$ cat config.mk
export PLATFORM = sky130hd
export DESIGN_NAME = button_reader
export DESIGN_NICKNAME = d
export VERILOG_FILES = /design/src/rtl/button_reader.sv
export SDC_FILE = /design/constraint.sdc
export NUM_CORES = 1
export LEC_CHECK = 0
export ABC_AREA = 1
export BUFFER_PORTS_ARGS = -buffer_cell sky130_fd_sc_hd__buf_2
export CAP_MARGIN = 20
export CORE_AREA = 5 5 98 100
export DETAILED_ROUTE_END_ITERATION = 10
export DIE_AREA = 0 0 103 105
export GPL_TIMING_DRIVEN = 0
export PLACE_DENSITY_LB_ADDON = 0.25
export SLEW_MARGIN = 20
export SYNTH_ARGS = -nofsm -noshare
export SYNTH_HDL_FRONTEND = slang
export SYNTH_SLANG_ARGS = --single-unit
export TNS_END_PERCENT = 1
$ cat constraint.sdc
create_clock -name clock -period 3.55 [get_ports clock]
set_input_delay 0.355 -clock clock [delete_from_list [all_inputs] [get_ports clock]]
set_output_delay 0.355 -clock clock [all_outputs]
set_load 0.005 [all_outputs]
$ cat src/rtl/button_reader.sv
// Memory-mapped colour-button reader: sync, debounce, press detection and an event FIFO polled by lw.
// Optional macro BUTTON_READER_RELEASE_EN also queues release events, flagged in rd_data[4].
module button_reader #(
    parameter int          DEBOUNCE_CYCLES = 250000,
    parameter int          FIFO_DEPTH      = 4,
    parameter logic [11:0] BTN_ADDR        = 12'd7
) (
    input  logic        clock,
    input  logic        reset,
    input  logic [3:0]  btn_in,
    input  logic [11:0] mem_addr,
    input  logic        mem_rd,
    output logic [31:0] rd_data,
    output logic        evt_pend
);

    localparam int NUM_BTN = 4;
    localparam int CNT_W   = $clog2(DEBOUNCE_CYCLES);
    localparam int PTR_W   = $clog2(FIFO_DEPTH);
    localparam logic [CNT_W-1:0] CNT_LAST  = CNT_W'(DEBOUNCE_CYCLES - 1);
    localparam logic [PTR_W:0]   FIFO_FULL = (PTR_W + 1)'(FIFO_DEPTH);
`ifdef BUTTON_READER_RELEASE_EN
    localparam int ENTRY_W = 3;
`else
    localparam int ENTRY_W = 2;
`endif

    // Two-flop synchroniser on the raw, asynchronous button pins.
    logic [NUM_BTN-1:0] sync1_reg;
    logic [NUM_BTN-1:0] sync2_reg;

    always_ff @(posedge clock) begin
        if (reset) begin
            sync1_reg <= '0;
            sync2_reg <= '0;
        end else begin
            sync1_reg <= btn_in;
            sync2_reg <= sync1_reg;
        end
    end

    logic [NUM_BTN-1:0] deb_level;

    genvar gi;
    generate
        for (gi = 0; gi < NUM_BTN; gi++) begin : g_debounce
            logic [CNT_W-1:0] cnt_reg;
            logic             level_reg;

            // The level only follows the input after a full run of disagreeing samples.
            always_ff @(posedge clock) begin
                if (reset) begin
                    cnt_reg   <= '0;
                    level_reg <= 1'b0;
                end else if (sync2_reg[gi] == level_reg) begin
                    cnt_reg <= '0;
                end else if (cnt_reg == CNT_LAST) begin
                    cnt_reg   <= '0;
                    level_reg <= sync2_reg[gi];
                end else begin
                    cnt_reg <= cnt_reg + 1'b1;
                end
            end

            assign deb_level[gi] = level_reg;
        end
    endgenerate

    logic [NUM_BTN-1:0] deb_prev_reg;
    logic [NUM_BTN-1:0] press_pend_reg;
    logic [NUM_BTN-1:0] rise;
    logic [NUM_BTN-1:0] sel_onehot;
    logic [NUM_BTN-1:0] press_clr;
    logic               sel_valid;
    logic               sel_rel;
    logic [1:0]         sel_idx;

    assign rise = deb_level & ~deb_prev_reg;

`ifdef BUTTON_READER_RELEASE_EN
    logic [NUM_BTN-1:0] rel_pend_reg;
    logic [NUM_BTN-1:0] fall;
    logic [NUM_BTN-1:0] rel_clr;

    assign fall    = ~deb_level & deb_prev_reg;
    assign rel_clr = (sel_valid && sel_rel) ? sel_onehot : '0;
`endif

    // Lowest index wins; release events only get a slot when no press is waiting.
    always_comb begin
        sel_valid = 1'b0;
        sel_rel   = 1'b0;
        sel_idx   = '0;
        for (int i = NUM_BTN - 1; i >= 0; i--) begin
            if (press_pend_reg[i]) begin
                sel_valid = 1'b1;
                sel_idx   = 2'(i);
            end
        end
`ifdef BUTTON_READER_RELEASE_EN
        if (!sel_valid) begin
            for (int i = NUM_BTN - 1; i >= 0; i--) begin
                if (rel_pend_reg[i]) begin
                    sel_valid = 1'b1;
                    sel_rel   = 1'b1;
                    sel_idx   = 2'(i);
                end
            end
        end
`endif
    end

    assign sel_onehot = {{(NUM_BTN - 1){1'b0}}, 1'b1} << sel_idx;
    assign press_clr  = (sel_valid && !sel_rel) ? sel_onehot : '0;

    always_ff @(posedge clock) begin
        if (reset) begin
            deb_prev_reg   <= '0;
            press_pend_reg <= '0;
        end else begin
            deb_prev_reg   <= deb_level;
            press_pend_reg <= (press_pend_reg & ~press_clr) | rise;
        end
    end

`ifdef BUTTON_READER_RELEASE_EN
    always_ff @(posedge clock) begin
        if (reset) begin
            rel_pend_reg <= '0;
        end else begin
            rel_pend_reg <= (rel_pend_reg & ~rel_clr) | fall;
        end
    end
`endif

    logic [ENTRY_W-1:0] fifo_mem [FIFO_DEPTH];
    logic [PTR_W-1:0]   wr_ptr_reg;
    logic [PTR_W-1:0]   rd_ptr_reg;
    logic [PTR_W:0]     count_reg;
    logic               ovf_reg;
    logic               fifo_valid;
    logic               fifo_full;
    logic               pop;
    logic               push;
    logic               drop;
    logic [ENTRY_W-1:0] wr_entry;
    logic [ENTRY_W-1:0] head;

    assign fifo_valid = (count_reg != '0);
    assign fifo_full  = (count_reg == FIFO_FULL);
    assign pop        = mem_rd && (mem_addr == BTN_ADDR) && fifo_valid;
    // A pop in the same cycle frees the slot, so a full queue still accepts the push.
    assign push       = sel_valid && (!fifo_full || pop);
    assign drop       = sel_valid && fifo_full && !pop;

`ifdef BUTTON_READER_RELEASE_EN
    assign wr_entry = {sel_rel, sel_idx};
`else
    assign wr_entry = sel_idx;
`endif

    always_ff @(posedge clock) begin
        if (push) begin
            fifo_mem[wr_ptr_reg] <= wr_entry;
        end
    end

    always_ff @(posedge clock) begin
        if (reset) begin
            wr_ptr_reg <= '0;
            rd_ptr_reg <= '0;
            count_reg  <= '0;
            ovf_reg    <= 1'b0;
        end else begin
            if (push) begin
                wr_ptr_reg <= wr_ptr_reg + 1'b1;
            end
            if (pop) begin
                rd_ptr_reg <= rd_ptr_reg + 1'b1;
            end
            case ({push, pop})
                2'b10:   count_reg <= count_reg + 1'b1;
                2'b01:   count_reg <= count_reg - 1'b1;
                default: count_reg <= count_reg;
            endcase
            // The processor has already seen the sticky bit by the time its read pops.
            if (drop) begin
                ovf_reg <= 1'b1;
            end else if (pop) begin
                ovf_reg <= 1'b0;
            end
        end
    end

    assign head = fifo_mem[rd_ptr_reg];

    always_comb begin
        rd_data    = '0;
        rd_data[3] = ovf_reg;
        if (fifo_valid) begin
            rd_data[0]   = 1'b1;
            rd_data[2:1] = head[1:0];
`ifdef BUTTON_READER_RELEASE_EN
            rd_data[4]   = head[2];
`endif
        end
    end

    assign evt_pend = fifo_valid;

endmodule

# Word level (Yosys, flattened, before mapping)
# Memories as Yosys holds them, arrays and structs flattened. A register that Yosys moved wholly into a read port is not among the register bits.
# Cells that the tools add are included.
# Widths: inputs -> output; s select.
# op_classes
n_mux,17
n_reduce_logical,19
addsub,8
bitwise,9
n_eq_ne,12
shifts,1
# ops
op,count
$add 18x1->18 const B,4
$eq 18x18->1 const B,4
$eq 12x3->1 const B,1
$mux 2,6
$reduce_or 3->1,4
$and 4x4->4,2
$mux 1,8
$not 4->4,2
$reduce_and 2->1,4
$pmux 3 s2,1
$logic_and 1x1->1,5
$add 2x1->2 const B,2
$eq 1x1->1,4
$mux 4,1
$not 1->1,4
$or 4x4->4,1
$reduce_bool 2->1,2
$shl 1x2->4 const A,1
$add 3x1->3 const B,1
$eq 3x3->1 const B,1
$mux 3,1
$reduce_bool 3->1,1
$sub 3x1->3 const B,1
$eq 2x1->1 const B,1
other kinds (3),4
# totals
memories,1
ramBits,8
inputBits,19
elab_cells,83
regBits,100
out_inout_bits,33
# mem_list
name,words,width,rd,rd_clocked_by_memory_dff,write_ports,line_no,rtl
fifo_mem,4,2,1,1,1,136,logic [ENTRY_W-1:0] fifo_mem [FIFO_DEPTH];

# Depth between registers and ports, before layout
# Gate-level depths: netlist of run 1.
# logic_depth
ltp_word,9
ltp_mapped,13
mapped_depth_nobuf,13

# Least setup slack after synthesis of run 1
# No wires, ideal clock.
# synth_path
path_kind,input -> register
start,in mem_addr[11]
end,reg count_reg[2]
n_path_buf,0
path_slack_ns,1.782
cell_stages,11
required_time_ns,3.435
arrival_time_ns,1.653
setup_ns,0.115
cell_sequence,nor2_1 > nand2_1 > nor2_1 > nand2_1 > nor2_2 > nand2_1 > fa_1 > inv_1 > nand4_1 > a21oi_1 > nor2_1
# synth_between
elab_chain_len,7
elab_cells_between_ends,9
cone_classes,eq/ne (3); mux (1); reduce/logical (5)
# synth_lines
item,line_no,rtl
from (decl),11,"input logic [11:0] mem_addr,"
$eq 12x3->1 (*),151,assign pop = mem_rd && (mem_addr == BTN_ADDR) && fifo_valid;
$logic_and 1x1->1 (*) (2 in a row),151,
$logic_or 1x1->1,153,assign push = sel_valid && (!fifo_full || pop);
$logic_and 1x1->1,153,
$eq 2x1->1 or $eq 2x2->1 (tied branches),181,"case ({push, pop})"
$pmux 3 s2 or $reduce_bool 2->1 (tied branches),n/a,
to (signal assigned),182,2'b10: count_reg <= count_reg + 1'b1;
to (signal assigned),183,2'b01: count_reg <= count_reg - 1'b1;
to (signal assigned),184,default: count_reg <= count_reg;
to (decl),139,logic [PTR_W:0] count_reg;
# Mark *: on every way between the ends. The rest lies on a longest branch, timed or not.
# A chain may end at the register's enable or synchronous reset.

# Worst setup path after layout of run 1
# layout_path
start,reg press_pend_reg[1]
end,reg count_reg[2]
# layout_between
elab_chain_len,5
elab_cells_between_ends,7
cone_classes,eq/ne (2); mux (3); reduce/logical (2)
# layout_lines
item,line_no,rtl
from (decl),70,logic [NUM_BTN-1:0] press_pend_reg;
from (signal assigned),122,press_pend_reg <= (press_pend_reg & ~press_clr) | rise;
$mux 1 (*) (2 in a row),95,if (press_pend_reg[i]) begin
$logic_and 1x1->1 (*),153,
$eq 2x1->1 or $eq 2x2->1 (tied branches),181,
$pmux 3 s2 or $reduce_bool 2->1 (tied branches),n/a,
# Marked as above.

==> results of run 1 <==
## power by group through the flow
stage	Clock (mW)	Sequential, mW	Combinational, mW
5_1_grt	0.924	1.26	0.0856
6_report	0.864	1.25	0.0764
3_5_place_dp	0	1.28	0.0746
3_3_place_gp	0	1.28	0.0729
4_1_cts	0.873	1.25	0.0750
2_1_floorplan	0	1.28	0.0561
## stage by stage
| step | hold slack, ns | cells | setup slack (ns) |
|---|---|---|---|
| after floorplan | 0.3744 | 744 | 1.782 |
| after CTS | 0.2013 | 890 | 1.670 |
| after detailed placement | 0.3857 | 874 | 1.494 |
| final | 0.2070 | 890 | 1.676 |
| after global placement | 0.3806 | 874 | 1.529 |
| after global routing | 0.2254 | 890 | 1.469 |
## cell families after synthesis
group / after synthesis / synth area share (%)
and+or+nand+nor: 356 / 31.02
buffers and inverters: 136 / 12.44
DFF: 110 / 42.57
AOI/OAI and AO/OA: 86 / 8.565
xor gates and xnor gates: 19 / 3.104
adders and majority gates: 9 / 2.240
other: 1 / 0.06994
## cells in the mapped netlist, drive strengths merged
master / number / area share (%)
nor2: 137 / 11
nand2: 109 / 8.0
dfxtp: 102 / 38
inv: 98 / 6.9
a21oi: 46 / 4.4
buf: 36 / 5.4
nor3: 35 / 3.9
nand3: 31 / 3.0
o21ai: 30 / 2.8
nand4: 20 / 2.3
or2: 13 / 1.6
xor2: 13 / 2.1
edfxtp: 8 / 4.5
ha: 8 / 1.9
xnor2: 6 / 0.98
nor4: 5 / 0.82
o211ai: 5 / 0.70
nor3b: 4 / 0.65
a31oi: 2 / 0.23
clkbuf: 2 / 0.14
and3: 1 / 0.12
conb: 1 / 0.070
fa: 1 / 0.37
o21a: 1 / 0.14
o22ai: 1 / 0.12
o31ai: 1 / 0.14
or3: 1 / 0.12
## critical path, delay by kind of cell, from the launching register on
family / cells / cell delay (ns)
fa+ha+maj: 1 / 0.40
compound gates: 1 / 0.14
buf+inv: 1 / 0.07
flops: 1 / 0.34
simple gates: 5 / 0.82
## path summary, 6_finish.rpt
path,cells after the start,start,end,slack (ns)
setup / recovery,8,press_pend_reg[1],count_reg[2],1.68
hold / removal,3,btn_in[2],sync1_reg[2],0.21
setup reg to reg,8,press_pend_reg[1],count_reg[2],1.68
hold reg to reg,1,deb_prev_reg[0],press_pend_reg[0],0.40
## per-layer routing
metal / share of wire [%] / up-vias / track usage [%]
li1: - / 2363 / -
met1: 44 / 2015 / 23.86
met2: 48 / 109 / 33.41
met3: 5.7 / 16 / 2.598
met4: 1.8 / 0 / 6.753
met5: 0 / - / 0
## final cells by class
class                   instances  area, um2  area share (%)
clock buffers                  11      131.4           2.213
repair buffers                 22      110.1           1.855
plain buffers                  38      299.0           5.037
flip-flops and latches        110       2282           38.44
inverters                      98      367.9           6.196
well taps                     108      135.1           2.276
clock inverters                 5      97.59           1.644
multi-input cells             498       2514           42.34
==> summary.md, run 1 <==
| Metric | Value |
|---|---|
| Final Max Slew Viols | `0` |
| Worst-Margin Slew | `0.5682 ns` |
| Syn_area_per_cell | `7.478 um2` |
| Max FFs per register | `72` |
| Dpl cell area | `5708 um2` |
| Post-layout minimum cycle time | `1.874 ns` |
| Sequential power share | `57.2%` |
| Chip Width | `103 um` |
| Initial Util | `62.39%` |
| Instance count of the mapped netlist | `717` |
| Crit-path most repeated cell | `nor2_1` |
| Slowest cell on the critical path | `fa_1` |
| GRT Total Usage | `19.17%` |
| Sequential element share of the synthesized area | `42.57%` |
| Final setup viols | `0` |
| Critical path, cell by cell | `or2_2, nor2_1, nand2_1, fa_1, inv_1, nand4_1, a21oi_1, nor2_1` |
| CTS resizes | `0` |
| Relative slew slack | `61.77%` |
| Max-cap viol count | `0` |
| Internal power | `1.753 mW` |
| Initial antenna violation count | `0` |
| Post CTS Setup Buffer Count | `0` |
| DRC errors left | `0` |
| Warnings from Yosys | `0` |
| Fraction of layout cells with a size suffix above 1 | `14.96%` |
| Overall power | `2.195 mW` |
| CTS Sinks | `110` |
| Critical Path Sink Type | `flop` |
| Fmax | `533.6 MHz` |
| Synth Register Bits | `110` |
| # hold bufs at CTS | `0` |
| Via/cell ratio | `5.060` |
| Period utilization | `52.79%` |
| Synth Cell Area | `5361 um2` |
| Worst Hold Class | `in -> reg` |
| First-pass GRT wire length | `17240 um` |
| Top Ports | `52` |
| DRT iter0 DRCs | `228` |
| P per Cell Area | `369.7 nW/um2` |
| Die ar. | `10820 um2` |
| Rows | `34` |
| Ant. Diodes | `0` |
| Max clock buf depth | `2` |
| Crit start category | `flop` |
| DR pass1 iterations | `5` |
| Htree depth | `3` |
| Clock power frac | `39.4%` |
| Worst vdd ir | `0.2835 mV` |
| Pin count of the biggest net entering global routing | `17` |
| Clock skew | `0.009561 ns` |
| Layout area overhead | `10.74%` |
| CP arrival | `2.13 ns` |
| CTS Root Cell | `clkbuf_8` |
| CTS tree | `built` |
| CTS buffer count | `9` |
| CP Max Fanout | `4` |
| Yosys cell types | `45` |
| Filler cell count | `726` |
| Total gr overflow | `0` |
| Final Cell Area | `5937 um2` |
| RSZ-0062 raised after global routing | `false` |
| Skew-Pair Late Insertion Delay | `0.37 ns` |
| WS Path Type | `reg -> reg` |
| Combinational group share of total power | `3.5%` |
| DPL Wire Length | `7418 um` |
| Clk slew on worst S/H paths | `0.09 ns` |
| I/O Buffers | `22` |
| Vias in the first global route | `4142` |
| Status | `complete, no violations` |
| Final Core Density | `69.09%` |
| Slowest stage delay, CP | `0.40 ns` |
| Commonest non-fill, non-tap cell in the layout | `nor2_1` |
| DIE HEIGHT | `105 um` |
| Routed wire per std cell | `11.14 um` |
| Sw Ratio | `20.13%` |
| Final Hold Viols | `0` |
| Fin nets | `805` |
| Most frequent cells in the layout | `nor2_1, nand2_1, dfxtp_1` |
| WP data required | `3.81 ns` |
| Leakage power | `2.217 nW` |
| Final wirelength | `9916 um` |
| Via count | `4503` |
| Setup TNS | `0 ns` |
| Routability cong. | `0.9270` |
| Net Sw Power | `0.4418 mW` |
| DRT antenna net count | `0` |
| Core area | `8593 um2` |
(Power assumes the default switching activity.)
==> run 2: changes to the inputs <==
--- a/config.mk
+++ b/config.mk
@@ -8,9 +8,9 @@
 export ABC_AREA = 1
 export BUFFER_PORTS_ARGS = -buffer_cell sky130_fd_sc_hd__buf_2
 export CAP_MARGIN = 20
-export CORE_AREA = 5 5 98 100
+export CORE_AREA = 5 5 107 109
 export DETAILED_ROUTE_END_ITERATION = 10
-export DIE_AREA = 0 0 103 105
+export DIE_AREA = 0 0 112 114
 export GPL_TIMING_DRIVEN = 0
 export PLACE_DENSITY_LB_ADDON = 0.25
 export SLEW_MARGIN = 20
==> constraint.sdc (replaced) <==
create_clock -name clock -period 1.5 [get_ports clock]
set_input_delay 0.15 -clock clock [delete_from_list [all_inputs] [get_ports clock]]
set_output_delay 0.15 -clock clock [all_outputs]
set_load 0.005 [all_outputs]
==> run 2 against run 1 <==
The flow now finishes with violations (negative setup slack); largest power group unchanged; sequential power increased by 140%; first-iteration DRC count increased by 2.2%; die area increased by 18%.
==> summary.md, run 2 (synthesis gave the netlist of run 1 again) <==
| Metric | Value |
|---|---|
| P per Cell Area | `761.4 nW/um2 (+110%)` |
| Min Hold Slack | `0.1057 ns (-0.1012 ns)` |
| Leakage power | `2.370 nW (+6.9%)` |
| Layout area overhead | `18.23%` |
| Dpl cell area | `5762 um2 (+0.94%)` |
| Fraction of layout cells with a size suffix above 1 | `22.53% (+7.6 points)` |
| Via count | `4615 (+2.5%)` |
| Initial antenna violation count | `0 (unchanged)` |
| Clock skew | `0.008388 ns (-0.001173 ns)` |
| Skew-Pair Late Insertion Delay | `0.36 ns (about the same)` |
| Pin count of the biggest net entering global routing | `18 (+1)` |
| Htree depth | `3 (unchanged)` |
| Routability cong. | `0.8556 (-7.7%)` |
| DRC errors left | `0 (unchanged)` |
| Top Ports | `52 (unchanged)` |
| Post-layout minimum cycle time | `1.716 ns (-0.1577 ns)` |
| Die ar. | `12770 um2 (+18%)` |
| Critical Path Sink Type | `flop` |
| Non-filler cells, final | `939 (+5.5%)` |
| Clk slew on worst S/H paths | `0.10 ns (about the same)` |
| Setup TNS | `-3.516 ns (-3.516 ns)` |
| Core area | `10510 um2 (+22%)` |
| Crit start category | `flop` |
| CTS tree | `built` |
| Worst Hold Class | `in -> reg` |
| Filler cell count | `972 (+34%)` |
| Status | `complete, but fails checks` |
| I/O Buffers | `22 (unchanged)` |
| Initial Util | `51.02% (-11 points)` |
| Period utilization | `114.4% (+62 points)` |
| Max FFs per register | `72 (unchanged)` |
| GRT Total Usage | `16.35% (-2.8 points)` |
| Setup WS post-layout | `-0.2163 ns (-1.892 ns)` |
| Final Max Slew Viols | `0 (unchanged)` |
| Rows | `38 (+12%)` |
| CTS Root Cell | `clkbuf_8` |
| Ant. Diodes | `0 (unchanged)` |
| Most frequent cells in the layout | `nor2_1, nand2_1, inv_1` |
| Placed Cells | `906 (+3.7%)` |
| Post-Place Setup Slack | `-0.3758 ns (-1.870 ns)` |
| Fin nets | `822 (+2.1%)` |
| Via/cell ratio | `4.915 (-2.9%)` |
| CP arrival | `1.98 ns (-0.15 ns)` |
| DR pass1 iterations | `5 (unchanged)` |
| Routed wire per std cell | `11.17 um (+0.21%)` |
| Max-cap viol count | `0 (unchanged)` |
| WS Path Type | `reg -> reg` |
| DRT antenna net count | `0 (unchanged)` |
| Vias in the first global route | `4298 (+3.8%)` |
| CTS Sinks | `110 (unchanged)` |
| Final setup viols | `25 (+25)` |
| Final wirelength | `10480 um (+5.7%)` |
| Max clock buf depth | `2 (unchanged)` |
| Total gr overflow | `0 (unchanged)` |
| CP Max Fanout | `8 (+4)` |
| DPL Wire Length | `7600 um (+2.5%)` |
| First-pass GRT wire length | `17800 um (+3.2%)` |
| CTS buffer count | `9 (unchanged)` |
| Worst vdd ir | `0.3721 mV (+31%)` |
| Fmax | `582.7 MHz (+9.2%)` |
| DIE HEIGHT | `114 um (+8.6%)` |
| Final Cell Area | `6339 um2 (+6.8%)` |
| DRT iter0 DRCs | `233 (+2.2%)` |
| Failing checks | `negative setup slack` |
| WP data required | `1.77 ns (-2.04 ns)` |
| Chip Width | `112 um (+8.7%)` |
| Commonest non-fill, non-tap cell in the layout | `nor2_1` |
| Final Hold Viols | `0 (unchanged)` |
| RSZ-0062 raised after global routing | `true` |
## run 2: changes by cell type in the layout (fill, tap and decap cells not counted), sizes merged
cell,before,now
dlygate4sd3,0,4
buf,58,70
inv,98,99
clkbuf,13,15
clkinv,2,1
bufinv,3,0
clkinvlp,0,2
## run 2: timing repair
action | 4_1_cts | 5_1_grt
endpoints found under the hold margin | 4 | 0
hold buffers | 4 | 0
gates resized for setup | 38 | 35
buffers inserted | 10 | 2
cloned | 0 | 1
pin swaps | 6 | 7
endpoints found under the setup margin | 87 | 89
## run 2: layout make-up
type                       count  area [um2]  area share, %
tap                          140       175.2          2.764
clock inverter                 4       30.03         0.4737
buffer                        38       307.8          4.856
sequential                   110        2318          36.58
clock buffer                  12       155.1          2.448
inverter                      98       367.9          5.803
multi-input combinational    498        2715          42.83
timing repair buffer          39       269.0          4.244
## run 2: power by group
| group | switching [mW] | internal [mW] |
|---|---|---|
| registers | 0.00873 | 2.95 |
| clock network | 0.959 | 0.700 |
| logic | 0.0985 | 0.106 |
| total | 1.07 | 3.76 |
## run 2: metrics by stage
step / power, mW / utilization (%)
finish: 4.826 / 60.32
global route: 5.045 / 60.32
global placement: 3.211 / 54.83
detailed placement: 3.216 / 54.83
floorplan: 3.168 / -
CTS: 4.888 / 59.05
## run 2: routing by layer
metal | up-vias | part of all wire (%) | track usage, %
met5 | - | 0 | 0
li1 | 2409 | - | -
met1 | 2077 | 44 | 19.12
met3 | 25 | 5.0 | 2.653
met2 | 104 | 48 | 29.06
met4 | 0 | 2.7 | 8.253
## run 2: worst max-delay path, stage by stage (launching register included)
cell	delay (ns)
dfxtp_4	0.36
ha_1	0.16
nand2_1	0.07
inv_2	0.09
nand2_2	0.06
or2_4	0.24
nor3_4	0.15
nand2_2	0.10
nand2_4	0.17
clkbuf_16	0.17
nor2_2	0.03
## run 2: worst paths after layout
kind	depth (start not counted)	from	endpoint	slack, ns
worst max-delay path	10	g_debounce[0].cnt_reg[0]	g_debounce[0].cnt_reg[12]	-0.22
worst min-delay path	2	reset	sync2_reg[0]	0.11
worst max register to register	10	g_debounce[0].cnt_reg[0]	g_debounce[0].cnt_reg[12]	-0.22
worst min register to register	1	deb_prev_reg[0]	press_pend_reg[0]	0.40
==> run 3: changes to the inputs <==
--- a/config.mk
+++ b/config.mk
@@ -8,11 +8,11 @@
 export ABC_AREA = 1
 export BUFFER_PORTS_ARGS = -buffer_cell sky130_fd_sc_hd__buf_2
 export CAP_MARGIN = 20
-export CORE_AREA = 5 5 107 109
+export CORE_AREA = 2 2 104 106
 export DETAILED_ROUTE_END_ITERATION = 10
-export DIE_AREA = 0 0 112 114
+export DIE_AREA = 0 0 106 108
 export GPL_TIMING_DRIVEN = 0
-export PLACE_DENSITY_LB_ADDON = 0.25
+export PLACE_DENSITY_LB_ADDON = 0.1
 export SLEW_MARGIN = 20
 export SYNTH_ARGS = -nofsm -noshare
 export SYNTH_HDL_FRONTEND = slang
==> run 3 against run 2 <==
The run still ends with negative setup slack left; power up 5.0%; critical path depth down 1; hold slack worse by 0.0051 ns; sequential share of layout area about the same; global-route usage up 2.5 points; clock skew up 0.0047 ns; largest power group unchanged.
==> summary.md, run 3 (synthesis gave the netlist of run 1 again) <==
| Metric | Value |
|---|---|
| CTS tree | `built` |
| WS Path Type | `reg -> reg` |
| Final Hold Viols | `0 (unchanged)` |
| Clock power frac | `37.6% (+3.2 points)` |
| Clock skew | `0.01311 ns (+0.004722 ns)` |
| Fin nets | `824 (+0.24%)` |
| DRT antenna net count | `0 (unchanged)` |
| Sw Ratio | `21.27% (-0.83 points)` |
| Die ar. | `11450 um2 (-10%)` |
| Non-filler cells, final | `937 (-0.21%)` |
| Total gr overflow | `0 (unchanged)` |
| Combinational group share of total power | `3.9% (-0.3 points)` |
| Max clock buf depth | `2 (unchanged)` |
| Setup TNS | `-3.159 ns (+0.3565 ns)` |
| Worst reg2reg endpoint | `count_reg[2]` |
| Core area | `10230 um2 (-2.6%)` |
| Chip Width | `106 um (-5.4%)` |
| Met2 WL | `4907 um (-2.4%)` |
| Vias in the first global route | `4138 (-3.7%)` |
| Internal reg-to-reg setup slack | `-0.16 ns (+0.06 ns)` |
| Leakage power | `2.342 nW (-1.2%)` |
| Htree depth | `3 (unchanged)` |
| Pin count of the biggest net entering global routing | `18 (unchanged)` |
| DR pass1 iterations | `5 (unchanged)` |
| Ant. Diodes | `0 (unchanged)` |
| Crit. Startpoint | `press_pend_reg[1]` |
| R2R depth | `9 (-1)` |
| Via/cell ratio | `4.828 (-1.8%)` |
| Sequential power share | `58.5% (-2.9 points)` |
| Placed Cells | `902 (-0.44%)` |
| DRC errors left | `0 (unchanged)` |
| Max-cap viol count | `0 (unchanged)` |
| Via count | `4524 (-2.0%)` |
| Reg area | `2307 um2 (-0.49%)` |
| Critical Path Sink Type | `flop` |
| DRT iter0 DRCs | `192 (-18%)` |
| CTS buffer count | `9 (unchanged)` |
| Crit start category | `flop` |
| DIE HEIGHT | `108 um (-5.3%)` |
| Net Sw Power | `1.078 mW (+1.1%)` |
| Fmax | `602.8 MHz (+3.5%)` |
| Routed wl met3 | `363 um (-30%)` |
| Routability cong. | `0.8780 (+2.6%)` |
| CP arrival | `1.96 ns (-0.02 ns)` |
| Max FFs per register | `72 (unchanged)` |
| Layout area overhead | `17.53%` |
| I/O Buffers | `22 (unchanged)` |
| Final wirelength | `10340 um (-1.4%)` |
| Crit path to | `count_reg[2]` |
| GRT Total Usage | `18.81% (+2.5 points)` |
| WP data required | `1.80 ns (+0.03 ns)` |
| Top Ports | `52 (unchanged)` |
| Internal power | `3.991 mW (+6.2%)` |
| Final Max Slew Viols | `0 (unchanged)` |
| Most frequent cells in the layout | `nor2_1, nand2_1, inv_1` |
| Dpl cell area | `5757 um2 (about the same)` |
| Setup WS post-layout | `-0.1590 ns (+0.05724 ns)` |
| RSZ-0062 raised after global routing | `true` |
| Worst Hold Class | `in -> reg` |
| Post-layout minimum cycle time | `1.659 ns (-0.05724 ns)` |
| Min Hold Slack | `0.1006 ns (-0.005146 ns)` |
| Initial antenna violation count | `0 (unchanged)` |
| Fraction of layout cells with a size suffix above 1 | `21.85% (-0.68 points)` |
| Initial Util | `52.40% (+1.4 points)` |
| Worst vdd ir | `0.5085 mV (+37%)` |
| DPL Wire Length | `7398 um (-2.7%)` |
| P per Cell Area | `804.6 nW/um2 (+5.7%)` |
| Rows | `37 (-2.6%)` |
| Final setup viols | `39 (+56%)` |
| R2r startpoint | `press_pend_reg[1]` |
| Filler cell count | `958 (-1.4%)` |
| CTS Sinks | `110 (unchanged)` |
| Routed wire per std cell | `11.04 um (-1.2%)` |
| Period utilization | `110.6% (-3.8 points)` |
| CTS Root Cell | `clkbuf_8` |
| Status | `complete, but fails checks` |
| Commonest non-fill, non-tap cell in the layout | `nor2_1` |
| Skew-Pair Late Insertion Delay | `0.37 ns (about the same)` |
| Clk slew on worst S/H paths | `0.10 ns (about the same)` |
| Uppermost layer routed | `met4` |
| Area of the multi-input gates | `2676 um2 (-1.4%)` |
| First-pass GRT wire length | `17680 um (-0.66%)` |
| Post-Place Setup Slack | `-0.3808 ns (-0.005032 ns)` |
| Failing checks | `negative setup slack` |
| M1 wire length | `4969 um (+6.7%)` |
| Final Cell Area | `6301 um2 (-0.59%)` |
| CP Max Fanout | `4 (-4)` |
run 3: worst min-delay path by stage:
stage              start      endpoint  slack, ns  depth (start not counted)
5_1_grt            reset  sync2_reg[0]       0.10                          2
4_1_cts            reset  sync1_reg[2]       0.08                          2
3_5_place_dp   btn_in[3]  sync1_reg[3]       0.37                          3
3_3_place_gp   btn_in[3]  sync1_reg[3]       0.36                          3
2_1_floorplan  btn_in[0]  sync1_reg[0]       0.26                          2
6_report           reset  sync2_reg[0]       0.10                          2
run 3: timing repair:
item,CTS,global route
hold buffers,4,0
setup endpoints to repair,86,89
resized for setup,36,19
hold endpoints to repair,4,0
pin swaps,8,4
setup buffers,14,1
run 3: power by group through the flow:
stage | combinational, mW | clock [mW] | sequential, mW
detailed placement | 0.176 | 0 | 3.04
global route | 0.223 | 2.08 | 2.97
global placement | 0.173 | 0 | 3.04
finish | 0.198 | 1.91 | 2.97
floorplan | 0.133 | 0 | 3.04
CTS | 0.195 | 1.96 | 2.97
run 3: cell type report:
cell class / count / area share, %
Multi-Input combinational cell: 498 / 42.47
Sequential cell: 110 / 36.62
Inverter: 98 / 5.838
Buffer: 38 / 4.825
Timing Repair Buffer: 41 / 4.170
Tap cell: 136 / 2.701
Clock buffer: 9 / 1.966
Clock inverter: 7 / 1.410
run 3: metal layers:
layer	up-vias	track usage (%)
met5	-	0
met1	2018	24.08
met3	11	2.592
li1	2401	-
met4	0	6.955
met2	94	32.58
run 3: per-stage QoR:
step / utilization, % / total power, mW
4_1_cts: 61.10 / 5.120
6_report: 61.59 / 5.070
5_1_grt: 61.59 / 5.269
3_5_place_dp: 56.27 / 3.214
2_1_floorplan: - / 3.168
3_3_place_gp: 56.27 / 3.210
run 3: worst max-delay path, stage by stage (launching register included):
cell and delay [ns]:
dfxtp_2 0.34, or2_4 0.27, nor2_4 0.14, nand2_2 0.08, fa_2 0.36, inv_2 0.06, nand4_1 0.12, nand3_1 0.10
nand2_1 0.06, nor2_1 0.09
